File: config.mk
export PLATFORM = sky130hd
export DESIGN_NAME = scandoubler_rotate_memport
export DESIGN_NICKNAME = d
export VERILOG_FILES = /design/src/rtl/scandoubler_rotate_memport_pkg.sv /design/src/rtl/scandoubler_rotate_memport.sv
export SDC_FILE = /design/constraint.sdc
export NUM_CORES = 1
export LEC_CHECK = 0
export ABC_AREA = 1
export CAP_MARGIN = 20
export CORE_ASPECT_RATIO = 2
export CORE_UTILIZATION = 44
export CTS_BUF_LIST = sky130_fd_sc_hd__clkbuf_8
export DETAILED_ROUTE_END_ITERATION = 16
export HOLD_SLACK_MARGIN = 0.12
export PLACE_DENSITY = 0.9
export SLEW_MARGIN = 0
export SYNTH_ARGS = -nofsm -noshare
export SYNTH_HDL_FRONTEND = slang
export SYNTH_SLANG_ARGS = --single-unit
File: constraint.sdc
create_clock -name clk_sys -period 1.79 [get_ports clk_sys]
set_input_delay 0.358 -clock clk_sys [delete_from_list [all_inputs] [get_ports clk_sys]]
set_output_delay 0.358 -clock clk_sys [all_outputs]
set_load 0.01 [all_outputs]
File: src/rtl/scandoubler_rotate_memport_pkg.sv
// Shared constants and the frame-buffer address map for the rotating scandoubler's
// SDRAM-side memory port.
package scandoubler_rotate_memport_pkg;

    localparam int WR_BURST = 16;
    localparam int RD_BURST = 8;
    localparam int WCNT_W   = $clog2(WR_BURST);
    localparam int RCNT_W   = $clog2(RD_BURST);

    localparam logic [2:0] ST_IDLE     = 3'd0;
    localparam logic [2:0] ST_WR_WAIT  = 3'd1;
    localparam logic [2:0] ST_WR_ISSUE = 3'd2;
    localparam logic [2:0] ST_RD_ISSUE = 3'd3;
    localparam logic [2:0] ST_RD_DATA  = 3'd4;

    // Word offset of pixel (row, col) in a frame: {frame, row[H-1:3], col[H-1:0], row[2:0]}.
    // Eight consecutive rows of one column land on consecutive words.
    function automatic logic [63:0] pixel_offset(input logic        frame,
                                                 input logic [31:0] row,
                                                 input logic [31:0] col,
                                                 input int          hcnt_width);
        logic [63:0] mask;
        logic [63:0] r;
        logic [63:0] c;
        mask = (64'd1 << hcnt_width) - 64'd1;
        r    = {32'd0, row} & mask;
        c    = {32'd0, col} & mask;
        return ({63'd0, frame} << (2 * hcnt_width))
             | ((r >> 3) << (hcnt_width + 3))
             | (c << 3)
             | (r & 64'd7);
    endfunction

endpackage

File: src/rtl/scandoubler_rotate_memport.sv
// SDRAM-side responder for the rotating scandoubler: turns 16-word vidin write bursts into
// single-word writes and serves vidout as 8-word column read bursts (the cornerturn).
module scandoubler_rotate_memport
    import scandoubler_rotate_memport_pkg::*;
#(
    parameter int                    HCNT_WIDTH = 10,
    parameter int                    ADDR_WIDTH = 22,
    parameter logic [ADDR_WIDTH-1:0] BASE_ADDR  = '0
) (
    input  logic                  clk_sys,
    input  logic                  reset_n,

    input  logic                  vidin_req,
    input  logic                  vidin_frame,
    input  logic [HCNT_WIDTH-1:0] vidin_row,
    input  logic [HCNT_WIDTH-1:0] vidin_col,
    input  logic [15:0]           vidin_d,
    output logic                  vidin_ack,

    input  logic                  vidout_req,
    input  logic                  vidout_frame,
    input  logic [HCNT_WIDTH-1:0] vidout_row,
    input  logic [HCNT_WIDTH-1:0] vidout_col,
    output logic [15:0]           vidout_d,
    output logic                  vidout_ack,

    output logic                  mem_req,
    output logic                  mem_we,
    output logic [ADDR_WIDTH-1:0] mem_addr,
    output logic [15:0]           mem_wdata,
    input  logic                  mem_ack,
    input  logic                  mem_rvalid,
    input  logic [15:0]           mem_rdata
);

    logic [2:0]        state;
    logic              wait_cnt;
    logic [WCNT_W-1:0] wcnt;
    logic [RCNT_W-1:0] rcnt;
    logic [RCNT_W-1:0] skip;

    logic [ADDR_WIDTH-1:0] wr_addr_next;
    logic [ADDR_WIDTH-1:0] rd_addr_next;
    logic [HCNT_WIDTH-1:0] rd_row_aligned;

    // The read side is transposed: vidout_col is the image row (Y), vidout_row the image column (X).
    assign rd_row_aligned = {vidout_col[HCNT_WIDTH-1:3], 3'b000};

    assign wr_addr_next = BASE_ADDR + ADDR_WIDTH'(pixel_offset(vidin_frame,
                                                               32'(vidin_row),
                                                               32'(vidin_col),
                                                               HCNT_WIDTH));
    assign rd_addr_next = BASE_ADDR + ADDR_WIDTH'(pixel_offset(vidout_frame,
                                                               32'(rd_row_aligned),
                                                               32'(vidout_row),
                                                               HCNT_WIDTH));

    // NOTE: sequential state uses non-blocking assignments so every register samples
    // pre-edge values, independent of statement order.
    always_ff @(posedge clk_sys or negedge reset_n) begin
        if (!reset_n) begin
            state      <= ST_IDLE;
            wait_cnt   <= 1'b0;
            wcnt       <= '0;
            rcnt       <= '0;
            skip       <= '0;
            mem_req    <= 1'b0;
            mem_we     <= 1'b0;
            mem_addr   <= '0;
            mem_wdata  <= '0;
            vidin_ack  <= 1'b0;
            vidout_ack <= 1'b0;
            vidout_d   <= '0;
        end else begin
            // NOTE: ack strobes default low each cycle so they can only ever be one-cycle pulses.
            vidin_ack  <= 1'b0;
            vidout_ack <= 1'b0;

            case (state)
                ST_IDLE: begin
                    if (vidin_req) begin
                        state    <= ST_WR_WAIT;
                        wcnt     <= '0;
                        wait_cnt <= 1'b0;
                    end else if (vidout_req) begin
                        state    <= ST_RD_ISSUE;
                        mem_req  <= 1'b1;
                        mem_we   <= 1'b0;
                        mem_addr <= rd_addr_next;
                        skip     <= vidout_col[2:0];
                        rcnt     <= '0;
                    end
                end

                // The source needs two cycles after each ack to present the next word.
                ST_WR_WAIT: begin
                    if (wait_cnt) begin
                        wait_cnt  <= 1'b0;
                        state     <= ST_WR_ISSUE;
                        mem_req   <= 1'b1;
                        mem_we    <= 1'b1;
                        mem_addr  <= wr_addr_next;
                        mem_wdata <= vidin_d;
                    end else begin
                        wait_cnt <= 1'b1;
                    end
                end

                ST_WR_ISSUE: begin
                    if (mem_ack) begin
                        mem_req   <= 1'b0;
                        vidin_ack <= 1'b1;
                        wcnt      <= wcnt + 1'b1;
                        state     <= (wcnt == WCNT_W'(WR_BURST - 1)) ? ST_IDLE : ST_WR_WAIT;
                    end
                end

                ST_RD_ISSUE: begin
                    if (mem_ack) begin
                        mem_req <= 1'b0;
                        state   <= ST_RD_DATA;
                    end
                end

                // Every word of the burst is drained; only those at or after the requested Y
                // and while the consumer still wants them are acknowledged.
                ST_RD_DATA: begin
                    if (mem_rvalid) begin
                        vidout_d   <= mem_rdata;
                        vidout_ack <= vidout_req && (rcnt >= skip);
                        rcnt       <= rcnt + 1'b1;
                        if (rcnt == RCNT_W'(RD_BURST - 1)) begin
                            state <= ST_IDLE;
                        end
                    end
                end

                default: state <= ST_IDLE;
            endcase
        end
    end

endmodule

==> impl_metrics.json <==
{
  "clock_path_buffers": 2,
  "worstSkewPairLatency_ps": 340,
  "pre_cts_slack_ps": -17.1,
  "p_sw_mw": 3.00,
  "synth_simple_gate_area_share_pct": 35.4,
  "layout_commonest_cell": "nand2_1",
  "cts_buffers": 9,
  "route.vias.total": 3105,
  "synthCells": 402,
  "synth_top_family_by_area": "simple AND/OR/NAND/NOR gates",
  "period_share_pct": 91.2,
  "period_needed_ps": 1630,
  "path_cells": "clkdlybuf4s50_1",
  "slew_violations": 0,
  "min_from": "mem_wdata[5]",
  "synth.mux.area_fraction_pct": 0.304,
  "clock-sinks": 71,
  "hold_path.class": "reg2reg",
  "whs_ps": 476,
  "synthAdderAreaFrac_pct": 2.28,
  "dieArea_um2": 7850,
  "antenna_found_initial": 0,
  "syn_avg_cell_area_um2": 8.19,
  "grt_pass1_wl_um": 14000,
  "arrival_ps": 1270,
  "p_clk_share_pct": 19.2,
  "switching_share_pct": 37.1,
  "initial_core_util_pct": 45.3,
  "gp_congestion": 0.861,
  "grt_max_degree": 72,
  "timing.rr.end": "wcnt[2]",
  "start_kind": "flip-flop",
  "n_antenna_cell": 0,
  "fp.dieW_um": 63.2,
  "synth_area_um2": 3290,
  "layout_setup_ws_ps": 158,
  "critPathRequiredTime_ps": 1430,
  "cts_tree": "built",
  "layout.nets": 629,
  "place_hpwl_um": 6220,
  "ios": 138,
  "fmax_ghz": 0.613,
  "port_buffers": 136,
  "max_cap_violations": 0,
  "cp_max_fo": 2,
  "total_power_mw": 8.09,
  "seq_power_share_pct": 34.3,
  "ys_types": 25,
  "total_leakage_power_nw": 2.56,
  "drt_iter0_markers": 149,
  "worstReg2RegStart": "state[2]",
  "fin_skew_ps": 8.45,
  "yosys_warnings": 0,
  "synth_compound_area_share_pct": 1.60,
  "status": "finished, final reports clean",
  "slowest_delay_ps": 570,
  "final_cell_mix": "249 x nand2_1, 135 x clkdlybuf4s50_1, 71 x dfrtp_1",
  "areaGrowthSynthToFinish_pct": 50.5,
  "syn_nets": 488,
  "place_inst": 623,
  "postLayoutCellArea_um2": 4950,
  "vdd_drop_max_mv": 0.855,
  "ys_seq_area_share_pct": 54.0,
  "path_class": "reg2out",
  "pwr-share-comb_pct": 46.6,
  "end_kind": "output pin",
  "reg2regPathDepth": 8,
  "grt_use_total_pct": 23.0,
  "fin_setup_tns_ps": 0,
  "cp_slowest_cell": "clkdlybuf4s50_1",
  "viasPerCell": 4.85,
  "clockRootBuffer": "clkbuf_8",
  "ant_nets": 0,
  "holdPathStages": 2,
  "final_core_util_pct": 68.1,
  "synth-seq-cells": 71,
  "crit_buf_inv": 1,
  "placed_cell_area_um2": 4700,
  "powerDensity_nw_per_um2": 1630,
  "whs_endpoint": "mem_wdata[5]",
  "core_area_um2": 7270,
  "path_clk_slew_ps": 70,
  "grt_pass1_vias": 3179,
  "layoutNonFillerInstCount": 640,
  "setup_violations": 0,
  "die_y_um": 124,
  "rrSetupSlack_ps": 270,
  "dr.pass1.iters": 4,
  "synth_xor_area_share_pct": 0.266,
  "drive_above_1_share_pct": 7.12,
  "wl_um": 8280,
  "hold_viol": 0,
  "post_drt_wl_per_cell_um": 12.9,
  "overflow": 0,
  "rsz0062_at_grt": "no",
  "num_rows": 44,
  "cp_top_family": "buffers and inverters",
  "intPower_mw": 5.09,
  "route.detailed.drc": 0,
  "htreeDepth": 3
}
-- flip-flops by register name (all words and copies together) (netlist names) --
signal      cells
vidin_ack       1
mem_wdata      16
rcnt            3
wcnt            4
vidout_ack      1
skip            3
state           3
mem_we          1
vidout_d       16
wait_cnt        1
mem_req         1
mem_addr       21
-- power groups by stage --
stage / logic [mW] / registers (mW) / clock network, mW
final: 3.77 / 2.77 / 1.55
after global routing: 4.18 / 2.86 / 1.68
after CTS: 3.82 / 2.78 / 1.59
after global placement: 3.63 / 2.76 / 0
after detailed placement: 3.80 / 2.79 / 0
after floorplan: 1.82 / 3.02 / 0
-- layout make-up --
class / count / area [um2]
Tap cell: 92 / 115
Sequential cell: 71 / 1780
Inverter: 20 / 82.6
Clock inverter: 6 / 108
Fill cell: 579 / 2310
Timing Repair Buffer: 142 / 1420
Clock buffer: 10 / 138
Multi-Input combinational cell: 299 / 1320
-- routing by layer --
metal  global-route usage [%]  vias up  share of wire (%)
met1                     22.5     1465                 35
met5                        0        -                  0
met2                     42.1      115                 57
met4                     13.0        0                3.4
li1                         -     1503                  -
met3                     5.68       22                4.6
-- kinds of logic after synthesis --
group                    after synthesis
AND/OR/NAND/NOR                      280
multiplexers                           1
adder cells (fa/ha/maj)                6
XOR/XNOR                               1
flip-flops                            71
AO/OA/AOI/OAI                         10
other                                  1
buffers and inverters                 32
-- Yosys cell counts (all sizes together) --
cell type | number | area share [%]
o21bai | 1 | 0.23
ha | 6 | 2.3
nand2 | 253 | 29
nor2 | 10 | 2.4
nand4 | 2 | 0.38
xor2 | 1 | 0.27
dfrtp | 71 | 54
buf | 12 | 3.5
nand3b | 2 | 0.46
nand3 | 13 | 2.7
o21ai | 5 | 0.76
a21oi | 4 | 0.61
inv | 20 | 2.5
mux2i | 1 | 0.30
conb | 1 | 0.11
-- timing repair --
| item | CTS | global route |
|---|---|---|
| gates resized for setup | 0 | 0 |
| hold endpoints to repair | 71 | 0 |
| hold buffers | 1 | 0 |
| setup buffers | 0 | 0 |
-- worst max-delay path by stage --
| stage | start | endpoint | slack (ps) | cells after the start |
|---|---|---|---|---|
| 3_5_place_dp | vidin_req | mem_we | -20 | 9 |
| 6_report | mem_addr[2] | mem_addr[2] | 160 | 1 |
| 3_3_place_gp | vidin_req | mem_we | 70 | 9 |
| 4_1_cts | mem_addr[2] | mem_addr[2] | 140 | 1 |
| 5_1_grt | mem_wdata[2] | mem_wdata[2] | 100 | 1 |
| 2_1_floorplan | state[2] | wcnt[2] | 530 | 8 |
No activity file was read; power rests on OpenSTA's default activity.
